File: src/rtl/forth_pkg.sv
// Shared opcode and stack-slave op types for the Forth data-stack sequencer.
package forth_pkg;

    typedef enum logic [3:0] {
        OP_NOP  = 4'd0,
        OP_PUSH = 4'd1,
        OP_DUP  = 4'd2,
        OP_OVER = 4'd3,
        OP_DROP = 4'd4,
        OP_SWAP = 4'd5,
        OP_ROT  = 4'd6,
        OP_ADD  = 4'd7,
        OP_SUB  = 4'd8,
        OP_AND  = 4'd9,
        OP_OR   = 4'd10,
        OP_XOR  = 4'd11
    } sq_op_t;

    typedef enum logic [1:0] {
        SS_NOP  = 2'd0,
        SS_PUSH = 2'd1,
        SS_POP  = 2'd2
    } ss_op_t;

    localparam logic [3:0] SQ_OP_MAX = 4'd11;

    // Cells (including the cached TOS) an opcode consumes before it may run.
    function automatic logic [1:0] sq_min_depth(input sq_op_t op);
        case (op)
            OP_DUP, OP_DROP:                                       return 2'd1;
            OP_OVER, OP_SWAP, OP_ADD, OP_SUB, OP_AND, OP_OR, OP_XOR: return 2'd2;
            OP_ROT:                                                return 2'd3;
            default:                                               return 2'd0;
        endcase
    endfunction

    function automatic logic sq_grows(input sq_op_t op);
        return (op == OP_PUSH) || (op == OP_DUP) || (op == OP_OVER);
    endfunction

endpackage

File: src/rtl/ss_io.sv
// Sequencer-to-stack-slave link: one push/pop request per cycle, s is the slave's top entry.
interface ss_io #(
    parameter int DSZ = 32
) ();
    forth_pkg::ss_op_t  op;
    logic [DSZ-1:0]     vi;
    logic [DSZ-1:0]     s;

    modport master (output op, output vi, input s);
    modport slave  (input op, input vi, output s);
endinterface

File: src/rtl/dstack_alu.sv
// Combinational two-operand ALU, y = a op b (a is NOS, b is TOS); zero latency, no flow control.
module dstack_alu
    import forth_pkg::*;
#(
    parameter int DSZ = 32
) (
    input  sq_op_t         op,
    input  logic [DSZ-1:0] a,
    input  logic [DSZ-1:0] b,
    output logic [DSZ-1:0] y
);

    always_comb begin
        y = '0;
        case (op)
            OP_ADD:  y = a + b;
            OP_SUB:  y = a - b;
            OP_AND:  y = a & b;
            OP_OR:   y = a | b;
            OP_XOR:  y = a ^ b;
            default: y = '0;
        endcase
    end

endmodule

File: src/rtl/dstack_seq.sv
// Forth data-stack sequencer with cached TOS over an ss_io slave; ROT, S2/S3 and tmp2 exist only with DSTACK_SEQ_ROT_EN.
// Most ops take 1 cycle, SWAP 2, ROT 4; cmd_ready is low while busy, in reset or with en low (en low freezes everything).
module dstack_seq
    import forth_pkg::*;
#(
    parameter int DEPTH = 16,
    parameter int DSZ   = 32
) (
    input  logic                     clk,
    input  logic                     rst,
    input  logic                     en,
    input  logic                     cmd_valid,
    output logic                     cmd_ready,
    input  logic [3:0]               cmd_op,
    input  logic [DSZ-1:0]           cmd_val,
    output logic [DSZ-1:0]           tos,
    output logic [$clog2(DEPTH+1):0] depth,
    output logic                     busy,
    output logic                     err,
    ss_io.master                     ss_if
);

    localparam int DW = $clog2(DEPTH + 1) + 1;
    localparam logic [DW-1:0] FULL = DW'(DEPTH + 1);

`ifdef DSTACK_SEQ_ROT_EN
    typedef enum logic [1:0] {IDLE, S1, S2, S3} state_t;
    localparam bit ROT_EN = 1'b1;
`else
    typedef enum logic [1:0] {IDLE, S1} state_t;
    localparam bit ROT_EN = 1'b0;
`endif

    state_t         r_state, w_state_nxt;
    logic [DSZ-1:0] r_tos, w_tos_nxt;
    logic [DW-1:0]  r_depth, w_depth_nxt;
    logic           r_err, w_err_nxt;
    logic [DSZ-1:0] r_tmp, w_tmp_nxt;
`ifdef DSTACK_SEQ_ROT_EN
    logic [DSZ-1:0] r_tmp2, w_tmp2_nxt;
    logic           r_rot, w_rot_nxt;
`endif

    sq_op_t         w_op;
    logic [DW-1:0]  w_need;
    logic           w_fault;
    logic [DSZ-1:0] w_alu_y;
    ss_op_t         w_ss_op;
    logic [DSZ-1:0] w_ss_vi;

    assign w_op    = sq_op_t'(cmd_op);
    assign w_need  = DW'(sq_min_depth(w_op));
    assign w_fault = (cmd_op > SQ_OP_MAX) || ((w_op == OP_ROT) && !ROT_EN) ||
                     (r_depth < w_need) || (sq_grows(w_op) && (r_depth == FULL));

    dstack_alu #(.DSZ(DSZ)) u_alu (
        .op (w_op),
        .a  (ss_if.s),
        .b  (r_tos),
        .y  (w_alu_y)
    );

    assign cmd_ready   = !rst && en && (r_state == IDLE);
    assign busy        = (r_state != IDLE);
    assign tos         = r_tos;
    assign depth       = r_depth;
    assign err         = r_err;
    assign ss_if.op    = w_ss_op;
    assign ss_if.vi    = w_ss_vi;

    always_comb begin
        w_state_nxt = r_state;
        w_tos_nxt   = r_tos;
        w_depth_nxt = r_depth;
        w_err_nxt   = r_err;
        w_tmp_nxt   = r_tmp;
`ifdef DSTACK_SEQ_ROT_EN
        w_tmp2_nxt  = r_tmp2;
        w_rot_nxt   = r_rot;
`endif
        w_ss_op     = SS_NOP;
        w_ss_vi     = r_tos;
        if (!rst && en) begin
            case (r_state)
                IDLE: begin
                    if (cmd_valid) begin
                        if (w_fault) begin
                            w_err_nxt = 1'b1;
                        end else begin
                            case (w_op)
                                OP_PUSH: begin
                                    // At depth 0 the cached TOS is not a live cell, so it is not spilled.
                                    if (r_depth != '0) w_ss_op = SS_PUSH;
                                    w_tos_nxt   = cmd_val;
                                    w_depth_nxt = r_depth + DW'(1);
                                end
                                OP_DUP: begin
                                    w_ss_op     = SS_PUSH;
                                    w_depth_nxt = r_depth + DW'(1);
                                end
                                OP_OVER: begin
                                    w_ss_op     = SS_PUSH;
                                    w_tos_nxt   = ss_if.s;
                                    w_depth_nxt = r_depth + DW'(1);
                                end
                                OP_DROP: begin
                                    if (r_depth > DW'(1)) w_ss_op = SS_POP;
                                    w_tos_nxt   = ss_if.s;
                                    w_depth_nxt = r_depth - DW'(1);
                                end
                                OP_SWAP: begin
                                    w_ss_op     = SS_POP;
                                    w_tmp_nxt   = r_tos;
                                    w_tos_nxt   = ss_if.s;
                                    w_state_nxt = S1;
`ifdef DSTACK_SEQ_ROT_EN
                                    w_rot_nxt   = 1'b0;
`endif
                                end
`ifdef DSTACK_SEQ_ROT_EN
                                OP_ROT: begin
                                    w_ss_op     = SS_POP;
                                    w_tmp_nxt   = ss_if.s;
                                    w_state_nxt = S1;
                                    w_rot_nxt   = 1'b1;
                                end
`endif
                                OP_ADD, OP_SUB, OP_AND, OP_OR, OP_XOR: begin
                                    w_ss_op     = SS_POP;
                                    w_tos_nxt   = w_alu_y;
                                    w_depth_nxt = r_depth - DW'(1);
                                end
                                default: ;
                            endcase
                        end
                    end
                end
                S1: begin
`ifdef DSTACK_SEQ_ROT_EN
                    if (r_rot) begin
                        w_ss_op     = SS_POP;
                        w_tos_nxt   = ss_if.s;
                        w_tmp2_nxt  = r_tos;
                        w_state_nxt = S2;
                    end else
`endif
                    begin
                        w_ss_op     = SS_PUSH;
                        w_ss_vi     = r_tmp;
                        w_state_nxt = IDLE;
                    end
                end
`ifdef DSTACK_SEQ_ROT_EN
                S2: begin
                    w_ss_op     = SS_PUSH;
                    w_ss_vi     = r_tmp;
                    w_state_nxt = S3;
                end
                S3: begin
                    w_ss_op     = SS_PUSH;
                    w_ss_vi     = r_tmp2;
                    w_state_nxt = IDLE;
                end
`endif
                default: w_state_nxt = IDLE;
            endcase
        end
    end

    always_ff @(posedge clk) begin
        if (rst) begin
            r_state <= IDLE;
            r_tos   <= '0;
            r_depth <= '0;
            r_err   <= 1'b0;
            r_tmp   <= '0;
`ifdef DSTACK_SEQ_ROT_EN
            r_tmp2  <= '0;
            r_rot   <= 1'b0;
`endif
        end else begin
            r_state <= w_state_nxt;
            r_tos   <= w_tos_nxt;
            r_depth <= w_depth_nxt;
            r_err   <= w_err_nxt;
            r_tmp   <= w_tmp_nxt;
`ifdef DSTACK_SEQ_ROT_EN
            r_tmp2  <= w_tmp2_nxt;
            r_rot   <= w_rot_nxt;
`endif
        end
    end

endmodule

File: src/flat_wrapper.sv
// flat-port wrapper written by rule: the top's interface ports become plain ports
module dstack_seq_flat import forth_pkg::*;
#(
    parameter int DEPTH = 16,
    parameter int DSZ   = 32
)
  (clk, rst, en, cmd_valid, cmd_ready, cmd_op, cmd_val, tos, depth, busy, err, ss_if_op, ss_if_vi, ss_if_s);
  ss_io #(.DSZ(DSZ)) ss_if_i ();
  input  logic clk;
  input  logic rst;
  input  logic en;
  input  logic cmd_valid;
  output logic cmd_ready;
  input  logic [3:0] cmd_op;
  input  logic [DSZ-1:0] cmd_val;
  output logic [DSZ-1:0] tos;
  output logic [$clog2(DEPTH+1):0] depth;
  output logic busy;
  output logic err;
  output wire logic [$bits(ss_if_i.op)-1:0] ss_if_op;
  output wire logic [$bits(ss_if_i.vi)-1:0] ss_if_vi;
  input wire logic [$bits(ss_if_i.s)-1:0] ss_if_s;
  assign ss_if_op = ss_if_i.op;
  assign ss_if_vi = ss_if_i.vi;
  assign ss_if_i.s = ss_if_s;
  dstack_seq #(.DEPTH(DEPTH), .DSZ(DSZ)) u_core (.clk(clk), .rst(rst), .en(en), .cmd_valid(cmd_valid), .cmd_ready(cmd_ready), .cmd_op(cmd_op), .cmd_val(cmd_val), .tos(tos), .depth(depth), .busy(busy), .err(err), .ss_if(ss_if_i));
endmodule
File: config.mk
export PLATFORM = sky130hd
export DESIGN_NAME = dstack_seq_flat
export DESIGN_NICKNAME = d
export VERILOG_FILES = /design/src/rtl/forth_pkg.sv /design/src/rtl/ss_io.sv /design/src/rtl/dstack_alu.sv /design/src/rtl/dstack_seq.sv /design/src/flat_wrapper.sv
export SDC_FILE = /design/constraint.sdc
export NUM_CORES = 1
export LEC_CHECK = 0
export BUFFER_PORTS_ARGS = -buffer_cell sky130_fd_sc_hd__buf_2
export CORE_ASPECT_RATIO = 0.75
export CORE_MARGIN = 2
export CORE_UTILIZATION = 60
export CTS_BUF_LIST = sky130_fd_sc_hd__clkbuf_4
export CTS_CLUSTER_SIZE = 40
export DETAILED_ROUTE_END_ITERATION = 8
export GPL_ROUTABILITY_DRIVEN = 0
export PLACE_DENSITY = 0.94
export RECOVER_POWER = 50
export SYNTH_ARGS = -nofsm -noshare
export SYNTH_HDL_FRONTEND = slang
export SYNTH_HIERARCHICAL = 1
export SYNTH_SLANG_ARGS = --single-unit
File: constraint.sdc
create_clock -name clk -period 6.5 [get_ports clk]
set_input_delay 0.65 -clock clk [delete_from_list [all_inputs] [get_ports clk]]
set_output_delay 0.65 -clock clk [all_outputs]
set_load 0.02 [all_outputs]
==> results.md <==
* Yosys warnings at 6
* IO buf count at 146
* Num rows at 37
* Die Wd at 141 µm
* DRC violations left at 0
* CP max FO at between 60 and 70
* Initial DRT Pass Iterations at 6
* Post-route ant nets at 0
* Fin crit share at about four fifths
* Critical Path Slowest Stage Cell: clkbuf_1
* Number of setup buffers added after CTS at 0
* Initial Util at 61.2%
* Hold Crit Class: input pin to flip-flop
* Setup TNS at 0 ns
* Clock slew at reported path FFs at approximately 0.15 ns
* Share of layout cells above drive strength 1 at between 10% and 20%
* Net count, final at approximately 1300
* Die Y at roughly 110 µm
* Final setup vio count at 0
* Peak Freq at ~0.20 GHz
* Worst VDD drop at 171 µV
* Clk Latency, worst-skew pair at 0.47 ns
* H-tree depth at 3
* DR vias/cell at a little over 7
* Vias in the first global route at around 8600
* Number of I/O pins at about 150
* Post-synth cell types at 77
* # placed instances at approximately 1300
* Grt total ovfl at 0
* P_leak at 3.67 nW
* First-pass GRT wire length at approximately 43000 µm
* Final Util at between 60% and 70%
* Final setup margin at approximately 1.4 ns
* CTS Buf Count at 9
* Dpl hpwl at 18600 µm
* Syn-to-layout area delta at 9.38%
* Max-cap violation count at 1
* Reg2reg setup slack at roughly 1.8 ns
* Clock Sinks at 72
* Register area share after synthesis at about 17%
* Clock buffer depth at 2
* Post-Place Worst Slack at ~1.9 ns
* Top_reg_cell synth: dfxtp_1
* CTS tree: done
* EDFF count, synth at 0
* Asr flop ratio synth at 0%
* Seq cells post-synth at slightly above 70
* Worst slew margin at -115%
* Initial antenna violation count at 1
* Largest net degree at the start of global routing at 77
* Critical Path Start Type: input pin
* Syn Std Cell Area at around 8400 µm²
* Syn_area_per_cell at 8.12 µm²
* P per Cell Area at around 210 nW/µm²
* Fin crit period at 5.12 ns
* Post-CTS Hold Buffers at 0
* Syn_nets at approximately 1200
* Status: finished, violations left
* RSZ-0062 raised after global routing: false
* Crit path kind: input pin to flip-flop
* Mapped Cells at a little over 1000
* Full die area at 15000 µm²
* Crit path cell chain: clkbuf_1 > and2b_1 > o21a_1 > a211oi_1 > ha_1 > nor2_1 > a211oi_1 > clkbuf_1 > o2111ai_1 > mux2i_1
* Via Count at around 9200
* CP arrival at ~5.5 ns
* Final Slew Violations at 69
* Worst slew pin tran at approximately 3.2 ns
* DR WL/cell at 20.8 µm
* Root Buffer: clkbuf_4
* Drt total wl at 27100 µm
* CTS resizes at 0
* Final hold violations at 0
* Req. time, crit path at 6.88 ns
* CP peak stage delay at 2.31 ns
* Setup Skew at around 0.027 ns
* GRT Total Usage at 35.1%
* Post-Layout Cell Count at between 1000 and 1500
* Failing checks: capacitance limit, slew limit
* First DRT Iteration DRCs at about 1300
* Core ar. at approximately 14000 µm²
* CP Capture Type: flip-flop
==> final cells by class <==
class                   instances  area, µm²
inverters                      73        274
flip-flops and latches         72       1440
well taps                     175        219
diodes                          5       12.5
repair buffers                158        766
fillers                      1115       4530
clock inverters                 6       90.1
multi-input cells             804       6300
clock buffers                  10       75.1
==> final timing paths <==
path / startpoint / endpoint / depth (start not counted)
worst max-delay path: cmd_op[3] / u_core/depth[4] / 10
worst min-delay path: cmd_val[22] / u_core/tos[22] / 3
worst max register to register: u_core/tos[4] / u_core/tos[30] / 18
worst min register to register: u_core/r_tmp[30] / u_core/r_tmp[30] / 2
==> layout by cell type (no fill, tap or decap), types with 40 or more instances in the layout <==
cell      synthesis  layout
buf_2             9     105
inv_1            73      73
xnor2_1          44      44
ha_1            101     101
a21oi_1          72      72
nand2_1          76      76
nand4_1          40      40
a31oi_1          45      45
a22oi_1          63      63
dfxtp_1          72      72
clkbuf_1         56      42
==> cell usage after synthesis, drive strengths merged, types with 3 or more instances <==
library cell	count	area, µm²
ha	101	1260
nand2	76	285
inv	73	274
a21oi	72	360
dfxtp	72	1440
a22oi	63	473
clkbuf	56	210
a31oi	47	315
xnor2	45	402
nand4	40	250
nor2	36	153
o31ai	35	263
mux2	34	383
a311oi	32	468
o221ai	31	272
buf	28	176
o21ai	27	135
a21o	17	135
xor2	14	123
nor3	12	65.1
nand2b	10	62.6
and2	8	50.1
nor2b	8	50.1
and3	7	43.8
nand3	7	35.0
o211ai	6	45.0
o21bai	6	48.8
a211oi	5	42.5
a41oi	5	43.8
nor4	5	31.3
or4	5	41.3
a31o	4	35.0
nor3b	4	35.0
o21a	4	30.0
o41ai	4	35.0
a21boi	3	22.5
mux2i	3	30.0
or2	3	18.8
or3	3	18.8
==> state kept, by name, indices dropped and copies added, names as in the netlist <==
name	flops
u_core/r_state	1
u_core/tos	32
u_core/r_tmp	32
u_core/depth	6
u_core/err	1
==> worst max-delay path, delay by kind of cell <==
kind / cells / cell delay [ns]
simple gates: 2 / 0.37
mux: 1 / 0.31
compound gates: 4 / 1.30
fa+ha+maj: 1 / 0.22
buf+inv: 2 / 2.62
==> power breakdown <==
| part | leakage [nW] | switching, W | total, W | internal, W |
|---|---|---|---|---|
| Sequential | 0.581 | 0.0000185 | 0.000467 | 0.000449 |
| Combinational | 3.00 | 0.000690 | 0.00110 | 0.000410 |
| Clock | 0.0874 | 0.000198 | 0.000360 | 0.000162 |
| Total | 3.67 | 0.000906 | 0.00193 | 0.00102 |
==> metrics by stage <==
step                total power [W]  cell area, µm²  hold WS [ns]
floorplan                   0.00128            8390         0.446
global placement            0.00149            9080         0.452
detailed placement          0.00153            9080         0.460
CTS                         0.00189            9240         0.431
global route                0.00202            9180         0.436
finish                      0.00193            9180         0.447
==> logic make-up (layout without fill, tap and decap cells) <==
family	after synthesis	in the layout	share of synthesized area (%)
AOI/OAI and AO/OA	371	371	33.7
and+or+nand+nor	235	235	14.8
buffers and inverters	157	247	7.87
adders and majority gates	102	102	15.3
DFF	72	72	17.2
xor gates and xnor gates	59	59	6.25
muxes	37	37	4.92
other	0	5	0
==> metal layers <==
layer,part of all wire (%),GRT usage (%)
met1,40,46.0
met2,43,54.8
met3,12,7.48
met4,4.4,17.2
met5,0,0
No activity file was read; power rests on OpenSTA's default activity.
